**src/rtl/uart_rx.sv**
```systemverilog
// uart_rx -- UART receiver, receive-side counterpart of the UART transmitter
// wrapper. Recovers frames of the form: start bit, DATA_WIDTH data bits LSB
// first, optional parity bit, one stop bit. The line is oversampled at
// PRESCALE clocks per bit and each bit is sampled at mid-bit.
//
// Ports:
//   clk          system clock, rising edge
//   rst          synchronous active-high reset
//   rx_in        serial line (idles high, asynchronous to clk)
//   parity_en    1 = a parity bit follows the data bits (latched while idle)
//   parity_type  0 = even, 1 = odd parity (latched while idle)
//   data_out     last good (or parity-failed) byte
//   data_valid   one-cycle strobe, data_out holds a good frame
//   parity_error one-cycle strobe, parity mismatch
//   stop_error   one-cycle strobe, stop bit sampled low
//   busy         high while a frame is in progress
//
// Build option: define UART_RX_MAJORITY_EN to replace the single mid-bit
// sample with a 2-of-3 majority vote around mid-bit.
module uart_rx #(
  parameter int PRESCALE   = 8,
  parameter int DATA_WIDTH = 8
) (
  input  logic                  clk,
  input  logic                  rst,
  input  logic                  rx_in,
  input  logic                  parity_en,
  input  logic                  parity_type,
  output logic [DATA_WIDTH-1:0] data_out,
  output logic                  data_valid,
  output logic                  parity_error,
  output logic                  stop_error,
  output logic                  busy
);

  localparam int CW = $clog2(PRESCALE);
  localparam int BW = (DATA_WIDTH > 1) ? $clog2(DATA_WIDTH) : 1;
  localparam logic [CW-1:0] HALF_M1  = CW'(PRESCALE / 2 - 1);
  localparam logic [CW-1:0] BIT_END  = CW'(PRESCALE - 1);
  localparam logic [BW-1:0] LAST_BIT = BW'(DATA_WIDTH - 1);

  typedef enum logic [2:0] {IDLE, START, DATA, PARITY, STOP, DONE} state_e;

  state_e state_q, state_d;

  logic                  sync1_q, sync1_d;
  logic                  rx_s_q, rx_s_d;
  logic [1:0]            vld_q, vld_d;
  logic                  armed_q, armed_d;
  logic [CW-1:0]         cnt_q, cnt_d;
  logic [BW-1:0]         bit_q, bit_d;
  logic [DATA_WIDTH-1:0] shift_q, shift_d;
  logic                  par_en_q, par_en_d;
  logic                  par_type_q, par_type_d;
  logic                  par_err_q, par_err_d;
  logic                  stop_bit_q, stop_bit_d;
  logic [DATA_WIDTH-1:0] data_out_q, data_out_d;
  logic                  data_valid_q, data_valid_d;
  logic                  parity_error_q, parity_error_d;
  logic                  stop_error_q, stop_error_d;
  logic                  busy_q, busy_d;

  logic sample;
  logic half_tick;
  logic bit_tick;

  assign half_tick = (cnt_q == HALF_M1);
  assign bit_tick  = (cnt_q == BIT_END);

`ifdef UART_RX_MAJORITY_EN
  // The first synchronizer stage already holds the value rx_s will take on
  // the next cycle, so voting over {rx_prev, rx_s, sync1} centres the window
  // on the nominal sample point without adding latency.
  logic rx_prev_q;

  always_ff @(posedge clk) begin
    if (rst) rx_prev_q <= 1'b1;
    else     rx_prev_q <= rx_s_q;
  end

  assign sample = (rx_prev_q & rx_s_q) | (rx_prev_q & sync1_q) | (rx_s_q & sync1_q);
`else
  assign sample = rx_s_q;
`endif

  // State register
  always_ff @(posedge clk) begin
    if (rst) state_q <= IDLE;
    else     state_q <= state_d;
  end

  // Next-state logic
  always_comb begin
    state_d = state_q;
    case (state_q)
      IDLE:    if (armed_q && !rx_s_q) state_d = START;
      START:   if (half_tick) state_d = sample ? IDLE : DATA;
      DATA:    if (bit_tick && bit_q == LAST_BIT) state_d = par_en_q ? PARITY : STOP;
      PARITY:  if (bit_tick) state_d = STOP;
      STOP:    if (bit_tick) state_d = DONE;
      DONE:    state_d = IDLE;
      default: state_d = IDLE;
    endcase
  end

  // Datapath and registered outputs. vld tracks when rx_s first carries a
  // real line sample after reset, so the reset value of the synchronizer
  // cannot arm the receiver while the line is held low.
  always_comb begin
    sync1_d        = rx_in;
    rx_s_d         = sync1_q;
    vld_d          = {vld_q[0], 1'b1};
    armed_d        = armed_q | (vld_q[1] & rx_s_q);
    cnt_d          = cnt_q;
    bit_d          = bit_q;
    shift_d        = shift_q;
    par_en_d       = par_en_q;
    par_type_d     = par_type_q;
    par_err_d      = par_err_q;
    stop_bit_d     = stop_bit_q;
    data_out_d     = data_out_q;
    data_valid_d   = 1'b0;
    parity_error_d = 1'b0;
    stop_error_d   = 1'b0;

    case (state_q)
      IDLE: begin
        cnt_d      = '0;
        bit_d      = '0;
        par_err_d  = 1'b0;
        par_en_d   = parity_en;
        par_type_d = parity_type;
      end
      START: cnt_d = half_tick ? '0 : cnt_q + 1'b1;
      DATA: begin
        cnt_d = bit_tick ? '0 : cnt_q + 1'b1;
        if (bit_tick) begin
          shift_d = {sample, shift_q[DATA_WIDTH-1:1]};
          bit_d   = bit_q + 1'b1;
        end
      end
      PARITY: begin
        cnt_d = bit_tick ? '0 : cnt_q + 1'b1;
        if (bit_tick) par_err_d = sample ^ (^shift_q) ^ par_type_q;
      end
      STOP: begin
        cnt_d = bit_tick ? '0 : cnt_q + 1'b1;
        if (bit_tick) stop_bit_d = sample;
      end
      DONE: begin
        if (stop_bit_q) begin
          data_out_d = shift_q;
          if (par_err_q) parity_error_d = 1'b1;
          else           data_valid_d   = 1'b1;
        end else begin
          // A low stop bit may be a break; wait for the line to go high.
          stop_error_d = 1'b1;
          armed_d      = 1'b0;
        end
      end
      default: cnt_d = '0;
    endcase

    busy_d = (state_d != IDLE);
  end

  always_ff @(posedge clk) begin
    if (rst) begin
      sync1_q        <= 1'b1;
      rx_s_q         <= 1'b1;
      vld_q          <= '0;
      armed_q        <= 1'b0;
      cnt_q          <= '0;
      bit_q          <= '0;
      shift_q        <= '0;
      par_en_q       <= 1'b0;
      par_type_q     <= 1'b0;
      par_err_q      <= 1'b0;
      stop_bit_q     <= 1'b0;
      data_out_q     <= '0;
      data_valid_q   <= 1'b0;
      parity_error_q <= 1'b0;
      stop_error_q   <= 1'b0;
      busy_q         <= 1'b0;
    end else begin
      sync1_q        <= sync1_d;
      rx_s_q         <= rx_s_d;
      vld_q          <= vld_d;
      armed_q        <= armed_d;
      cnt_q          <= cnt_d;
      bit_q          <= bit_d;
      shift_q        <= shift_d;
      par_en_q       <= par_en_d;
      par_type_q     <= par_type_d;
      par_err_q      <= par_err_d;
      stop_bit_q     <= stop_bit_d;
      data_out_q     <= data_out_d;
      data_valid_q   <= data_valid_d;
      parity_error_q <= parity_error_d;
      stop_error_q   <= stop_error_d;
      busy_q         <= busy_d;
    end
  end

  assign data_out     = data_out_q;
  assign data_valid   = data_valid_q;
  assign parity_error = parity_error_q;
  assign stop_error   = stop_error_q;
  assign busy         = busy_q;

endmodule
```
**config.mk**
```make
export PLATFORM = sky130hd
export DESIGN_NAME = uart_rx
export DESIGN_NICKNAME = d
export VERILOG_FILES = /design/src/rtl/uart_rx.sv
export SDC_FILE = /design/constraint.sdc
export NUM_CORES = 1
export LEC_CHECK = 0
export ABC_AREA = 1
export CAP_MARGIN = 20
export CORE_AREA = 2 2 45 88
export CTS_CLUSTER_DIAMETER = 150
export DETAILED_ROUTE_END_ITERATION = 16
export DIE_AREA = 0 0 47 90
export DONT_BUFFER_PORTS = 1
export PLACE_DENSITY_LB_ADDON = 0.05
export RECOVER_POWER = 25
export SYNTH_ARGS = -nofsm -noshare
export SYNTH_HDL_FRONTEND = slang
export SYNTH_SLANG_ARGS = --single-unit
```
**constraint.sdc**
```tcl
create_clock -name clk -period 4.15 [get_ports clk]
set_input_delay 0.83 -clock clk [delete_from_list [all_inputs] [get_ports clk]]
set_output_delay 0.83 -clock clk [all_outputs]
set_load 0.02 [all_outputs]
```
Word-level counts from Yosys, hierarchy flattened:

Cells that the tools add are included.
W data, S select, Z words.

* add/sub/neg operators: 2
* equality and inequality tests: 10
* mux-type cells: 21
* bitwise logic cells: 6
* reductions and logical operators: 16

Operators with widths (number)
* $mux W3: 9
* $pmux W3 S5: 1
* $eq A3 B3 Y1 const B: 4
* $reduce_and A2 Y1: 5
* $eq A3 B2 Y1 const B: 3
* $pmux W3 S3: 1
* $reduce_xor A8 Y1: 1
* $mux W1: 7
* $add A3 B1 Y3 const B: 2
* $pmux W3 S2: 1
* $reduce_or A3 Y1: 2
* $ne A2 B2 Y1 const B: 2
* $reduce_bool A2 Y1: 2
* $eq A3 B1 Y1 const B: 1
* $logic_not A3 Y1: 1
* $reduce_bool A3 Y1: 1
* $logic_and A1 B1 Y1: 2
* $mux W2: 1
* $not A1 Y1: 2
* $pmux W1 S2: 1
* $reduce_or A2 Y1: 1
* $xor A1 B1 Y1: 2
* $and A1 B1 Y1: 1
* $logic_not A1 Y1: 1
* $or A1 B1 Y1: 1

* register bits: 38
* input bits: 5
* output and inout port bits: 12
* logic and storage cells: 73

Depth between registers and ports, before layout:

Gate-level depths: netlist (run 1).

* depth in word-level cells: 5
* gate-level depth with buffers: 11
* depth with buffers taken out: 11

Least setup slack after synthesis (run 1):

Ideal clock, no wire load.

* path type: register -> register
* start: reg cnt_q[0]
* end: reg busy_q (netlist: busy)
* library setup time: 0.115 ns
* data arrival time: 1.320 ns
* required time: 4.035 ns
* slack: 2.715 ns
* cell stages (with the launch flop): 12
* clock period less this slack: 1.435 ns
* cell sequence: dfxtp_1 ha_1 ha_1 nand2_1 nor2_1 inv_1 nand2_1 o211ai_2 nand2_1 inv_1 nor2_1 nand2_1

* longest elaborated chain between the ends: 5
* elaborated cells on any way between the ends: 9
* those cells by class: eq/ne (2); mux (5); reduce/logical (2)

Ends and longest elaborated chain
* start: declaration: line 50 `logic [CW-1:0] cnt_q, cnt_d;`
* start signal: assignment: line 190 `cnt_q <= cnt_d;`
* $eq A3 B3 Y1: line 68 `assign bit_tick = (cnt_q == BIT_END);`
* $logic_and A1 B1 Y1: line 98 `DATA: if (bit_tick && bit_q == LAST_BIT) state_d = par_en_q ? PARITY : STOP;`
* $mux W3: line 98
* $pmux W3 S5 *: line 95 `case (state_q)`
* $reduce_bool A3 Y1 *: line 164 `busy_d = (state_d != IDLE);`
* end signal: assignment: line 201 `busy_q <= busy_d;`
* end: declaration: line 61 `logic busy_q, busy_d;`

Every way passes the cells marked *; elsewhere a longest branch is shown, timed or not.
A chain may end at the register's enable or synchronous reset.

Worst setup path in the final report (run 1):

* start: reg state_q[0]
* end: reg parity_error_q (netlist: parity_error)

* longest elaborated chain between the ends: 3

Ends and longest elaborated chain
* start: declaration: line 44 `state_e state_q, state_d;`
* start signal: assignment: line 89 `else state_q <= state_d;`
* $eq A3 B3 Y1: line 126 `case (state_q)`
* $not A1 Y1 (no line)
* $reduce_or A3 Y1 (no line)
* end signal: assignment: line 199 `parity_error_q <= parity_error_d;`
* end: declaration: line 59 `logic parity_error_q, parity_error_d;`

Every way passes these cells.

==> results of run 1 <==
## worst paths after layout
check,slack [ns],from,endpoint
max reg2reg,1.94,state_q[0],parity_error
min reg2reg,0.41,vld_q[0],vld_q[1]
max,1.94,state_q[0],parity_error
min,0.41,vld_q[0],vld_q[1]
## routing by layer
layer | track usage [%] | part of all wire [%]
met1 | 18.7 | 36
met2 | 33.1 | 56
met3 | 4.22 | 2.5
met4 | 12.7 | 5.5
met5 | 0 | 0
## worst max-delay path, cell delays in order (launching register included)
cell and delay (ns):
dfxtp_1 0.39, inv_1 0.10, nor3_1 1.02, nand2_2 0.34
nor3b_1 0.28
## layout make-up
cell class | instances | area (um^2) | share of cell area (%)
clock inverter | 3 | 40.0 | 2.22
tap | 49 | 61.3 | 3.40
inverter | 29 | 114 | 6.32
sequential | 38 | 761 | 42.2
clock buffer | 5 | 68.8 | 3.82
multi-input combinational | 145 | 757 | 42.0
## power by group through the flow
stage	registers, mW	logic, mW	clock network (mW)
finish	0.372	0.0152	0.306
global route	0.373	0.0184	0.328
CTS	0.372	0.0156	0.317
detailed placement	0.381	0.0155	0
global placement	0.381	0.0151	0
floorplan	0.380	0.0154	0
## cells in the mapped netlist
| cell | instances | area (um^2) |
|---|---|---|
| nand3_2 | 1 | 10.0 |
| a21oi_1 | 23 | 115 |
| nand2_1 | 41 | 154 |
| buf_2 | 1 | 5.00 |
| nor3b_1 | 1 | 7.51 |
| buf_4 | 1 | 7.51 |
| o21ai_1 | 9 | 45.0 |
| inv_2 | 2 | 7.51 |
| clkinv_4 | 1 | 8.76 |
| a31oi_2 | 1 | 12.5 |
| nand2_2 | 3 | 18.8 |
| dfxtp_1 | 38 | 761 |
| nor3_4 | 1 | 16.3 |
| nor3_1 | 2 | 10.0 |
| or2_1 | 1 | 6.26 |
| o21ai_0 | 9 | 45.0 |
| xnor2_1 | 3 | 26.3 |
| inv_1 | 26 | 97.6 |
| o21ai_2 | 1 | 8.76 |
| nor2_1 | 20 | 75.1 |
| nand3b_1 | 1 | 7.51 |
| buf_6 | 1 | 11.3 |
| o211ai_2 | 1 | 12.5 |
| ha_1 | 6 | 75.1 |
| clkbuf_1 | 3 | 11.3 |
| nor2_2 | 3 | 18.8 |
| a211oi_1 | 1 | 7.51 |
| nand3_1 | 12 | 60.1 |
| or2_2 | 2 | 12.5 |
| nor2_4 | 1 | 11.3 |
| xor2_1 | 2 | 17.5 |
## state kept, by name, indices dropped and copies added, names as in the netlist
signal,cells
data_valid,1
rx_s_q,1
vld_q,2
shift_q,8
state_q,3
par_type_q,1
data_out,8
par_en_q,1
parity_error,1
busy,1
stop_bit_q,1
par_err_q,1
armed_q,1
bit_q,3
rx_s_d,1
stop_error,1
cnt_q,3
## through the flow
step	cells	power [mW]	utilization (%)
after global placement	261	0.396	47.9
after CTS	269	0.705	50.9
after floorplan	218	0.395	-
final	269	0.694	50.5
after detailed placement	261	0.396	47.9
after global routing	269	0.719	50.5
## logic make-up after synthesis
logic type	after synthesis	synth area share [%]
xor gates and xnor gates	5	2.60
DFF	38	45.2
buffers and inverters	35	8.85
AOI/OAI and AO/OA	45	14.6
and+or+nand+nor	89	24.2
adders and majority gates	6	4.46
==> summary.md, run 1 <==
| Metric | Value |
|---|---|
| Status | complete, no violations |
| P_leak | ~0.78 nW |
| Core area | 3570 um^2 |
| Part of the power in registers | 53.7% |
| CTS clk-pin slew, worst paths | 0.08 ns |
| PD cells | 385 nW/um^2 |
| WP data arrival | 2.43 ns |
| Post-CTS Resized | 0 |
| Hold WC Path Type | reg -> reg |
| P_int | approximately 0.55 mW |
| Area added between synthesis and finish | 7.06% |
| Tcrit/Tclk final | a little over half |
| Global-route wire length before repair | a little under 6000 um |
| Most frequent cells in the layout | 42 x nand2_1, 38 x dfxtp_1, 26 x inv_1 |
| Width of the chip | 47 um |
| Unrepaired setup endpoints after global routing | false |
| Final worst setup slack | 1.94 ns |
| Setup Fix Bufs, Post-CTS | 0 |
| # port buffers | 0 |
| Post-route DRC violation count | 0 |
| Worst-skew pair later-pin latency | roughly 0.29 ns |
| Final hold violation count | 0 |
| Starting density of the core | between 40% and 50% |
| Setup TNS | 0 ns |
| Library cells used by synthesis | 31 |
| Placed instance area | roughly 1700 um^2 |
| Largest net degree at the start of global routing | 23 |
| Die Ht | about 90 um |
| Initial DRC count | 21 |
| Register bit total from synthesis | 38 |
| Num rows | 31 |
| Total wire length | about 3500 um |
| Top-level I/O count | 17 |
| Die area | 4230 um^2 |
| Pre-antenna DRT Iters | 4 |
| ANT cells | 0 |
| Vias | between 1000 and 1500 |
| Routability cong. | 0.796 |
| Final Skew | 0.00760 ns |
| Period minus WS final | approximately 2.2 ns |
| Setup Crit Path Kind | reg -> reg |
| CP startpoint kind | flop |
| GRT overflow | 0 |
| Post-Synthesis Cells | around 220 |
| Fill count | ~380 |
| Critical Path RT | about 4.4 ns |
| CTS tree | built |
| Reg2Reg Depth | 4 |
| Seq/Total Area, Yosys | a little under half |
| CTS hold repair buffers | 0 |
| Syn. warnings | 0 |
| Headroom to the max-slew limit | about 9.7% |
| CTS root buffer | clkbuf_8 |
| Commonest non-fill, non-tap cell in the layout | nand2_1 |
| F_max | approximately 450 MHz |
| Net Count, Synth | between 200 and 250 |
| Max-Cap Viols | 0 |
| Vias per cell | 5.01 |
| Sw frac | between 20% and 30% |
| DP HPWL | 2660 um |
| Least-Margin Pin Slew | 1.34 ns |
| Clk buf depth | 2 |
| GRT Total Usage | between 10% and 20% |
| Final instance area | about 1800 um^2 |
| Synth Area per Inst | approximately 7.7 um^2 |
| Logic pwr share | around 2.2% |
| Cts bufs inserted | 5 |
| Sink Count | 38 |
| Synth Cell Area | ~1700 um^2 |
| Worst-path fanout max | 13 |
| Final #Nets | 230 |
| Vias in the first global route | 1333 |
| Switching power | between 0.1 and 0.15 mW |
| H-tree depth | 2 |
| Initial antenna violation count | 0 |
| Setup violations, final | 0 |
| Hold depth | 2 |
| Avg WL per Cell | roughly 13 um |
| Final max-slew violation count | 0 |
| Worst slack, placed | around 2.5 ns |
| VDD IR-drop max | 0.253 mV |
| Clock network power share | between 40% and 50% |
| Post-route ant nets | 0 |
| Hold Slack | 0.410 ns |
| CP Capture Type | flop |
| Layout cells sized above 1 | around 10% |
Power figures use the tool's default switching activity.
==> inputs of run 2 (changes only) <==
- clock period: 4.15 -> 1.9 ns (I/O delays scaled with it)
==> run 2 against run 1 <==
Net effect:
- worst hold slack lost 0.26 ns
- register-to-register slack lost 1.7 ns
- clock-buffer cell count grew 1
- final area grew 1.5%
- wire length shrank 0.74%
- via count shrank 0.89%
- power grew 120%
- global-route usage shrank 0.54 points
- core utilization grew 0.77 points
- sequential power grew 120%
- fmax grew 33%
- clock skew grew 0.0049 ns
- critical endpoint is now bit_q[2]
==> summary.md, run 2 (synthesized netlist as in run 1, its figures left out) <==
| Metric | Value |
|---|---|
| Top-level I/O count | 17 |
| Pre-antenna DRT Iters | 4 |
| Headroom to the max-slew limit | between 60 and 70% |
| CP Capture Type | flop |
| Critical Path RT | between 2 and 2.5 ns |
| GRT Total Usage | a little under a fifth |
| Status | complete, no violations |
| Post-route ant nets | 0 |
| Worst setup path endpoint | bit_q[2] |
| Hold WC Path Type | in -> reg |
| F_max | ~600 MHz |
| Setup TNS | 0 ns |
| CP peak stage delay | 0.33 ns |
| Initial antenna violation count | 0 |
| WP data arrival | ~1.8 ns |
| Placed instance area | between 1500 and 2000 um^2 |
| Worst-skew pair later-pin latency | 0.29 ns |
| Starting density of the core | between 40% and 50% |
| CTS root buffer | clkbuf_8 |
| Reg-to-reg slack, setup | around 0.24 ns |
| Global-route wire length before repair | between 5000 and 6000 um |
| Setup violations, final | 0 |
| Post-route DRC violation count | 0 |
| Vias | roughly 1300 |
| Area added between synthesis and finish | 8.70% |
| Avg WL per Cell | 12.9 um |
| FF-to-FF End | bit_q[2] |
| Most frequent cells in the layout | 41 x nand2_1, 38 x dfxtp_1, 26 x inv_1 |
| Width of the chip | between 40 and 50 um |
| Unrepaired setup endpoints after global routing | false |
| Final #Nets | about 230 |
| ANT cells | 0 |
| Cell mode on critical path | ha_1 |
| Num rows | 31 |
| R2r startpoint | cnt_q[0] |
| Vias in the first global route | roughly 1300 |
| CTS hold repair buffers | 0 |
| # port buffers | 0 |
| Setup Crit Path Kind | reg -> reg |
| Final Skew | 0.0125 ns |
| Reg2Reg Depth | 8 |
| GRT overflow | 0 |
| Post-CTS Resized | 0 |
| Final hold violation count | 0 |
| Setup Fix Bufs, Post-CTS | 0 |
| P_leak | ~0.8 nW |
| Layout cells sized above 1 | between 10% and 20% |
| Vias per cell | 4.97 |
| PD cells | approximately 840 nW/um^2 |
| Initial DRC count | 25 |
| CP Cell Sequence | ha_1 -> ha_1 -> nand2_2 -> clkinv_4 -> nor2_2 -> inv_2 -> o21ai_1 -> nor2_1 |
| Period minus WS final | around 1.7 ns |
| Commonest non-fill, non-tap cell in the layout | nand2_1 |
| Cts bufs inserted | 5 |
| Least-Margin Pin Slew | 0.460 ns |
| Hold depth | 1 |
| Final max-slew violation count | 0 |
| Largest net degree at the start of global routing | 23 |
| Worst Setup SP | cnt_q[0] |
| H-tree depth | 2 |
| Tcrit/Tclk final | between 80% and 90% |
| Routability cong. | ~0.84 |
| Worst-path fanout max | 11 |
| Die area | 4230 um^2 |
| CTS tree | built |
| CP startpoint kind | flop |
| DP HPWL | between 2000 and 3000 um |
| Sink Count | 38 |
| Clk buf depth | 2 |
| Total wire length | around 3500 um |
| VDD IR-drop max | 0.750 mV |
| Core area | around 3600 um^2 |
| CTS clk-pin slew, worst paths | approximately 0.070 ns |
| Final instance area | 1830 um^2 |
| Die Ht | 90 um |
| Max-Cap Viols | 0 |
| CP max stage cell | dfxtp_1 |
| Final Util | 51.3% |
## run 2: changes by cell type in the layout (fill, tap and decap cells not counted), sizes merged
cell | previous run | this run
clkinv | 3 | 1
clkbuf | 5 | 6
buf | 0 | 1
## run 2: metrics by stage
step	std cells	hold WS (ns)	worst slack (ns)	power [mW]
3_3_place_gp	262	0.392	0.332	0.864
5_1_grt	269	0.147	0.0549	1.58
3_5_place_dp	262	0.394	0.256	0.865
2_1_floorplan	218	0.388	0.465	0.863
4_1_cts	269	0.147	0.237	1.55
6_report	269	0.150	0.238	1.53
## run 2: worst min path at each step
stage,start,to,slack [ns]
floorplan,vld_q[0],vld_q[1],0.39
global placement,vld_q[0],vld_q[1],0.39
detailed placement,rx_s_d,rx_s_q,0.39
CTS,rst,data_out[0],0.15
global route,rst,data_out[2],0.15
finish,rst,cnt_q[1],0.15
## run 2: final cells by class
class,instances,area [um^2]
Sequential cell,38,761
Tap cell,49,61.3
Fill cell,366,1740
Clock buffer,6,82.6
Timing Repair Buffer,1,7.51
Clock inverter,1,30.0
Multi-Input combinational cell,145,773
Inverter,29,114
## run 2: report_power, final
group	internal, mW	switching [mW]
combinational	0.0139	0.0197
clock	0.420	0.266
sequential	0.806	0.00674
## run 2: metal layers
layer	vias up	GRT usage, %	wire, um
met5	-	0	0
met4	0	7.87	85
met3	7	3.21	90
met2	19	35.2	2030
met1	612	17.9	1270
li1	699	-	-
## run 2: worst max-delay path: cells and delay by family, from the launching register on
family / cells / cell delay, ns
adders and majority gates: 2 / 0.48
buffers and inverters: 2 / 0.17
AOI/OAI and AO/OA: 1 / 0.12
DFF: 1 / 0.33
and+or+nand+nor: 3 / 0.43
